[config.mk]
export PLATFORM = sky130hd
export DESIGN_NAME = sequential_counter_modes
export DESIGN_NICKNAME = d
export VERILOG_FILES = /design/src/rtl/sequential_counter_modes.sv
export SDC_FILE = /design/constraint.sdc
export NUM_CORES = 1
export LEC_CHECK = 0
export CAP_MARGIN = 20
export CORE_ASPECT_RATIO = 1.1
export CORE_MARGIN = 2
export CORE_UTILIZATION = 52
export DETAILED_ROUTE_END_ITERATION = 16
export GPL_TIMING_DRIVEN = 0
export PLACE_DENSITY = 0.8
export REMOVE_ABC_BUFFERS = 1
export SLEW_MARGIN = 25
export SYNTH_ARGS = -nofsm -noshare
export SYNTH_HDL_FRONTEND = slang
export SYNTH_SLANG_ARGS = --single-unit
[constraint.sdc]
create_clock -name clk -period 4.1 [get_ports clk]
set_input_delay 0.82 -clock clk [delete_from_list [all_inputs] [get_ports clk]]
set_output_delay 0.82 -clock clk [all_outputs]
set_load 0.02 [all_outputs]
[src/rtl/sequential_counter_modes.sv]
// ============================================================================
// Module   : sequential_counter_modes
// Brief    : Up/down counter with prescaler, debounced step button and sticky
//            wrap flag on 24-pin user I/O. COUNTER_SATURATE_EN selects
//            saturating instead of modulo counting.
// Revision : 1.0 - initial release
// ============================================================================
`default_nettype none

module sequential_counter_modes #(
  parameter int COUNTER_WIDTH   = 32,
  parameter int OUT_TAP         = 28,
  parameter int PRESCALE_BITS   = 0,
  parameter int DEBOUNCE_CYCLES = 16
) (
  input  logic        clk,
  input  logic [23:0] io_in,
  output logic [23:0] io_out,
  output logic [23:0] io_oeb
);

  localparam int c_deb_w = $clog2(DEBOUNCE_CYCLES + 1);
  localparam logic [c_deb_w-1:0] c_deb_last = c_deb_w'(DEBOUNCE_CYCLES - 1);
  localparam logic [c_deb_w-1:0] c_deb_one  = c_deb_w'(1);
  localparam logic [COUNTER_WIDTH-1:0] c_ctr_one = COUNTER_WIDTH'(1);

  logic rst;
  assign rst = io_in[23];

  // {enable, direction, button} two-flop synchronisers
  logic [2:0] r_sync1;
  logic [2:0] r_sync2;
  logic       r_en_s;
  logic       r_dir_s;
  logic       r_btn_s;

  always_ff @(posedge clk) begin
    if (rst) begin
      r_sync1 <= '0;
      r_sync2 <= '0;
    end else begin
      r_sync1 <= {io_in[22], io_in[11], io_in[10]};
      r_sync2 <= r_sync1;
    end
  end

  assign r_en_s  = r_sync2[2];
  assign r_dir_s = r_sync2[1];
  assign r_btn_s = r_sync2[0];

  logic w_tick;

  generate
    if (PRESCALE_BITS == 0) begin : g_no_prescale
      assign w_tick = 1'b1;
    end else begin : g_prescale
      localparam logic [PRESCALE_BITS-1:0] c_pre_one = PRESCALE_BITS'(1);
      logic [PRESCALE_BITS-1:0] r_pre;
      always_ff @(posedge clk) begin
        if (rst) r_pre <= '0;
        else     r_pre <= r_pre + c_pre_one;
      end
      assign w_tick = &r_pre;
    end
  endgenerate

  logic               r_deb;
  logic               r_deb_d;
  logic [c_deb_w-1:0] r_deb_cnt;

  // Accept a new level only after DEBOUNCE_CYCLES consecutive disagreeing edges
  always_ff @(posedge clk) begin
    if (rst) begin
      r_deb     <= 1'b0;
      r_deb_d   <= 1'b0;
      r_deb_cnt <= '0;
    end else begin
      r_deb_d <= r_deb;
      if (r_btn_s == r_deb) begin
        r_deb_cnt <= '0;
      end else if (r_deb_cnt == c_deb_last) begin
        r_deb     <= r_btn_s;
        r_deb_cnt <= '0;
      end else begin
        r_deb_cnt <= r_deb_cnt + c_deb_one;
      end
    end
  end

  logic w_step;
  logic w_adv;
  assign w_step = r_deb & ~r_deb_d;
  assign w_adv  = r_en_s ? w_tick : w_step;

  logic [COUNTER_WIDTH-1:0] r_ctr;
  logic                     r_wrap;
  logic [COUNTER_WIDTH-1:0] w_ctr_next;
  logic                     w_at_limit;

  always_comb begin
    w_ctr_next = r_dir_s ? (r_ctr - c_ctr_one) : (r_ctr + c_ctr_one);
    w_at_limit = r_dir_s ? ~|r_ctr : &r_ctr;
  end

  always_ff @(posedge clk) begin
    if (rst) begin
      r_ctr  <= '0;
      r_wrap <= 1'b0;
    end else if (w_adv) begin
      if (w_at_limit) r_wrap <= 1'b1;
`ifdef COUNTER_SATURATE_EN
      if (!w_at_limit) r_ctr <= w_ctr_next;
`else
      r_ctr <= w_ctr_next;
`endif
    end
  end

  assign io_out = {2'b00, r_ctr[OUT_TAP -: 10], 2'b00, r_wrap, r_dir_s, r_ctr[7:0]};
  assign io_oeb = 24'h3FF3FF;

  logic w_unused_pins;
  assign w_unused_pins = ^{io_in[21:12], io_in[9:0]};

endmodule

`default_nettype wire

==> metrics <==
status complete, no violations; Post-Route WL a little over 8000 um; most common cell after layout, fill and taps aside nand2_1; Post-Synth Adder-Cell Area around 11%; met3 Use GR under 10%; clk buf depth 2; vias in the first global route approximately 3k; max-cap viol count 0; clock skew around 6.5 ps; Remaining DRCs 0; CP max stage delay ~860 ps; mux cell area share after synthesis under 10%; htree depth 2; relative slew slack between 40% and 50%; CTS Buf Count 5; worst hold stages 1; Post-Synthesis Cells 476; CP max stage cell dfxtp_2; drt first pass iters 4; hpwl dp approximately 6000 um; RePlAce Congestion approximately 0.96; GR Util met2 a little under 40%; core box area 6967 sq um; Leak 1.695 nW; Post-Synth XOR/XNOR Area 6.877%; IO Port Bufs 24; period utilization between 80 and 90%; hold worst-path end r_sync2[2]$_SDFF_PP0_; Setup WS post-layout 507.5 ps; TritonCTS clock tree yes; remaining antenna violation count 0; Sequential Area 922.1 sq um; r2r startpoint r_sync2[1]$_SDFF_PP0_; setup violators final 0; Crit Path Class register to register; Worst Path Arrival between 3000 and 4000 ps; Area Overhead vs Synth 4.878%; PwrDens around 250 nW/um^2; Clock power frac a little over a third; Die Ht 92.39 um; Netlist cell types 49; starting DRC count in detailed routing ~150; Root Buffer Master clkbuf_8; Initial Utilization between 50% and 60%; Synth warnings 0; synthesized area between 3000 and 4000 sq um; CP dominant cell by count a211o_1; ant diodes 0; Seq/Total Area, Yosys between 20 and 25%; Slew @ Worst Pin ~790 ps; power share of the combinational group 15.1%; RR Endpoint r_ctr[31]$_SDFFE_PP0P_; Startpoint Class register; Die X ~84 um; sequential share of power between 40% and 50%; Crit. End Element register; Hold WS ~440 ps; #FFs+latches synth 46; synthesized area per cell 7.760 sq um; post-CTS setup buffers 0; nets 529; Max Fanout on Critical Path 36; flop-to-flop setup slack between 500 and 600 ps; complex-gate fraction of the synthesized area about a fifth; Hold Path Class register to register; clk sink count 46; met1 Resource Use GR a little over a quarter; gr usage total between 20% and 30%; row cnt 32; Pint 0.6917 mW; vias about 3.3k; CP cell instances ha_1, a21oi_1, nand2_1, o21ai_2, o211ai_1, a211o_1, a211o_1, and3_1, or3_1, mux2_4; simple-gate share of the synthesized area about 22%; largest family of logic cells by synthesized area simple AND/OR/NAND/NOR gates; Hold Path Origin r_sync1[2]$_SDFF_PP0_; Final min period ~3600 ps; pin count of the biggest net entering global routing 37; grt ovf 0; final hold vios 0; clk_lat worst skew between 300 and 400 ps; Net Sw Power 0.2817 mW; Worst path top cell family by delay compound AO/OA/AOI/OAI gates; CTS Hold Buffers Added 0; global route hottest layer met2; fillers ~650; RSZ-0062 raised after global routing no; Avg WL per Cell ~15 um; Ports 73; # placed instances around 550; first-pass GRT wire length 14020 um; Main synth FF type dfxtp_1; sw frac 28.94%; initial antenna violation count 0; non-filler cells, final 557; most frequent cells in the layout nand2_1, a21oi_1, dfxtp_1, nor2_1, ha_1; post-synthesis async set-or-reset flop share 0%; setup tns final 0 ps; f_max 278.4 MHz; R2R cell count 10; CTS clk-pin slew, worst paths roughly 90 ps; Worst EP required ~4300 ps; Die ar. just under 8000 sq um; Vias/cell 5.874; layout cell share with drive strength beyond 1 about 3.6%; maximum VDD drop about 0.19 mV; Slew Limit Fails 0; CP bufs+invs 0; area of the multi-input gates approximately 2400 sq um; worst slack at placement 553.8 ps; post_cts resized 0; Post-synth EDFFs 0
power by group through the flow:
| stage | sequential [mW] | clock (mW) | combinational (mW) |
|---|---|---|---|
| 2_1_floorplan | 0.484 | 0 | 0.0975 |
| 3_3_place_gp | 0.482 | 0 | 0.138 |
| 3_5_place_dp | 0.483 | 0 | 0.145 |
| 4_1_cts | 0.472 | 0.363 | 0.146 |
| 5_1_grt | 0.474 | 0.382 | 0.162 |
| 6_report | 0.473 | 0.354 | 0.147 |
layer usage:
| layer | vias to the layer above | wire length, um |
|---|---|---|
| met5 | - | 0 |
| met4 | 0 | 85 |
| met3 | 11 | 394 |
| met2 | 97 | 4180 |
| met1 | 1536 | 3614 |
| li1 | 1628 | - |
layout make-up:
class / instances / area share (%)
well taps: 85 / 2.745
flip-flops and latches: 46 / 23.80
clock inverters: 3 / 1.130
repair buffers: 26 / 6.977
multi-input cells: 384 / 62.79
inverters: 8 / 0.7752
clock buffers: 5 / 1.776
cells in the mapped netlist (4+ instances only):
master / count / area (sq um)
nand2_1: 61 / 229.0
a21oi_1: 54 / 270.3
buf_4: 48 / 360.4
dfxtp_1: 46 / 920.9
ha_1: 32 / 400.4
nor2_1: 32 / 120.1
a21o_1: 19 / 142.6
xnor2_1: 16 / 140.1
clkbuf_1: 14 / 52.55
xor2_1: 13 / 113.9
nand4_1: 12 / 75.07
and3_1: 10 / 62.56
nor2b_1: 10 / 62.56
a211oi_1: 8 / 60.06
a31oi_1: 8 / 50.05
inv_1: 8 / 30.03
nand3_1: 8 / 40.04
nor4_1: 8 / 50.05
o21ai_0: 8 / 40.04
nor3_1: 5 / 25.02
nor4b_1: 4 / 35.03
o21bai_1: 4 / 30.03
or3_1: 4 / 25.02
cells by family (layout without fill, tap and decap cells):
kind of cell | count (synthesis) | in the layout
AOI/OAI and AO/OA | 125 | 125
xor gates and xnor gates | 29 | 29
adders and majority gates | 33 | 33
buffers and inverters | 72 | 42
DFF | 46 | 46
muxes | 4 | 4
other | 2 | 28
and+or+nand+nor | 165 | 165
per-stage QoR:
stage	power (mW)	util (%)	cell area, sq um
floorplan	0.5818	-	3371
global placement	0.6200	53.36	3717
finish	0.9734	55.60	3874
global route	1.018	55.60	3874
CTS	0.9807	55.59	3872
detailed placement	0.6276	53.97	3760
worst max-delay path by stage:
stage                           from                endpoint  depth (start not counted)
6_report       r_sync2[1]$_SDFF_PP0_  r_ctr[31]$_SDFFE_PP0P_                         10
5_1_grt        r_sync2[1]$_SDFF_PP0_  r_ctr[30]$_SDFFE_PP0P_                         10
4_1_cts        r_sync2[1]$_SDFF_PP0_  r_ctr[31]$_SDFFE_PP0P_                         10
3_5_place_dp   r_sync2[1]$_SDFF_PP0_  r_ctr[31]$_SDFFE_PP0P_                         10
3_3_place_gp   r_sync2[1]$_SDFF_PP0_  r_ctr[30]$_SDFFE_PP0P_                         10
2_1_floorplan  r_sync2[1]$_SDFF_PP0_  r_ctr[31]$_SDFFE_PP0P_                         10
state kept, by name, indices dropped and copies added (netlist names):
register	cells
r_ctr	32
r_deb_cnt	5
r_sync1	3
r_sync2	3
r_deb	1
r_deb_d	1
r_wrap	1
worst reg2reg max path, delay by kind of cell (launching register included):
family / cells / cell delay (ps)
flip-flops: 1 / 860
multiplexers: 1 / 300
AND/OR/NAND/NOR: 3 / 610
adder cells (fa/ha/maj): 1 / 440
AO/OA/AOI/OAI: 5 / 1290
No activity file was read; power rests on OpenSTA's default activity.
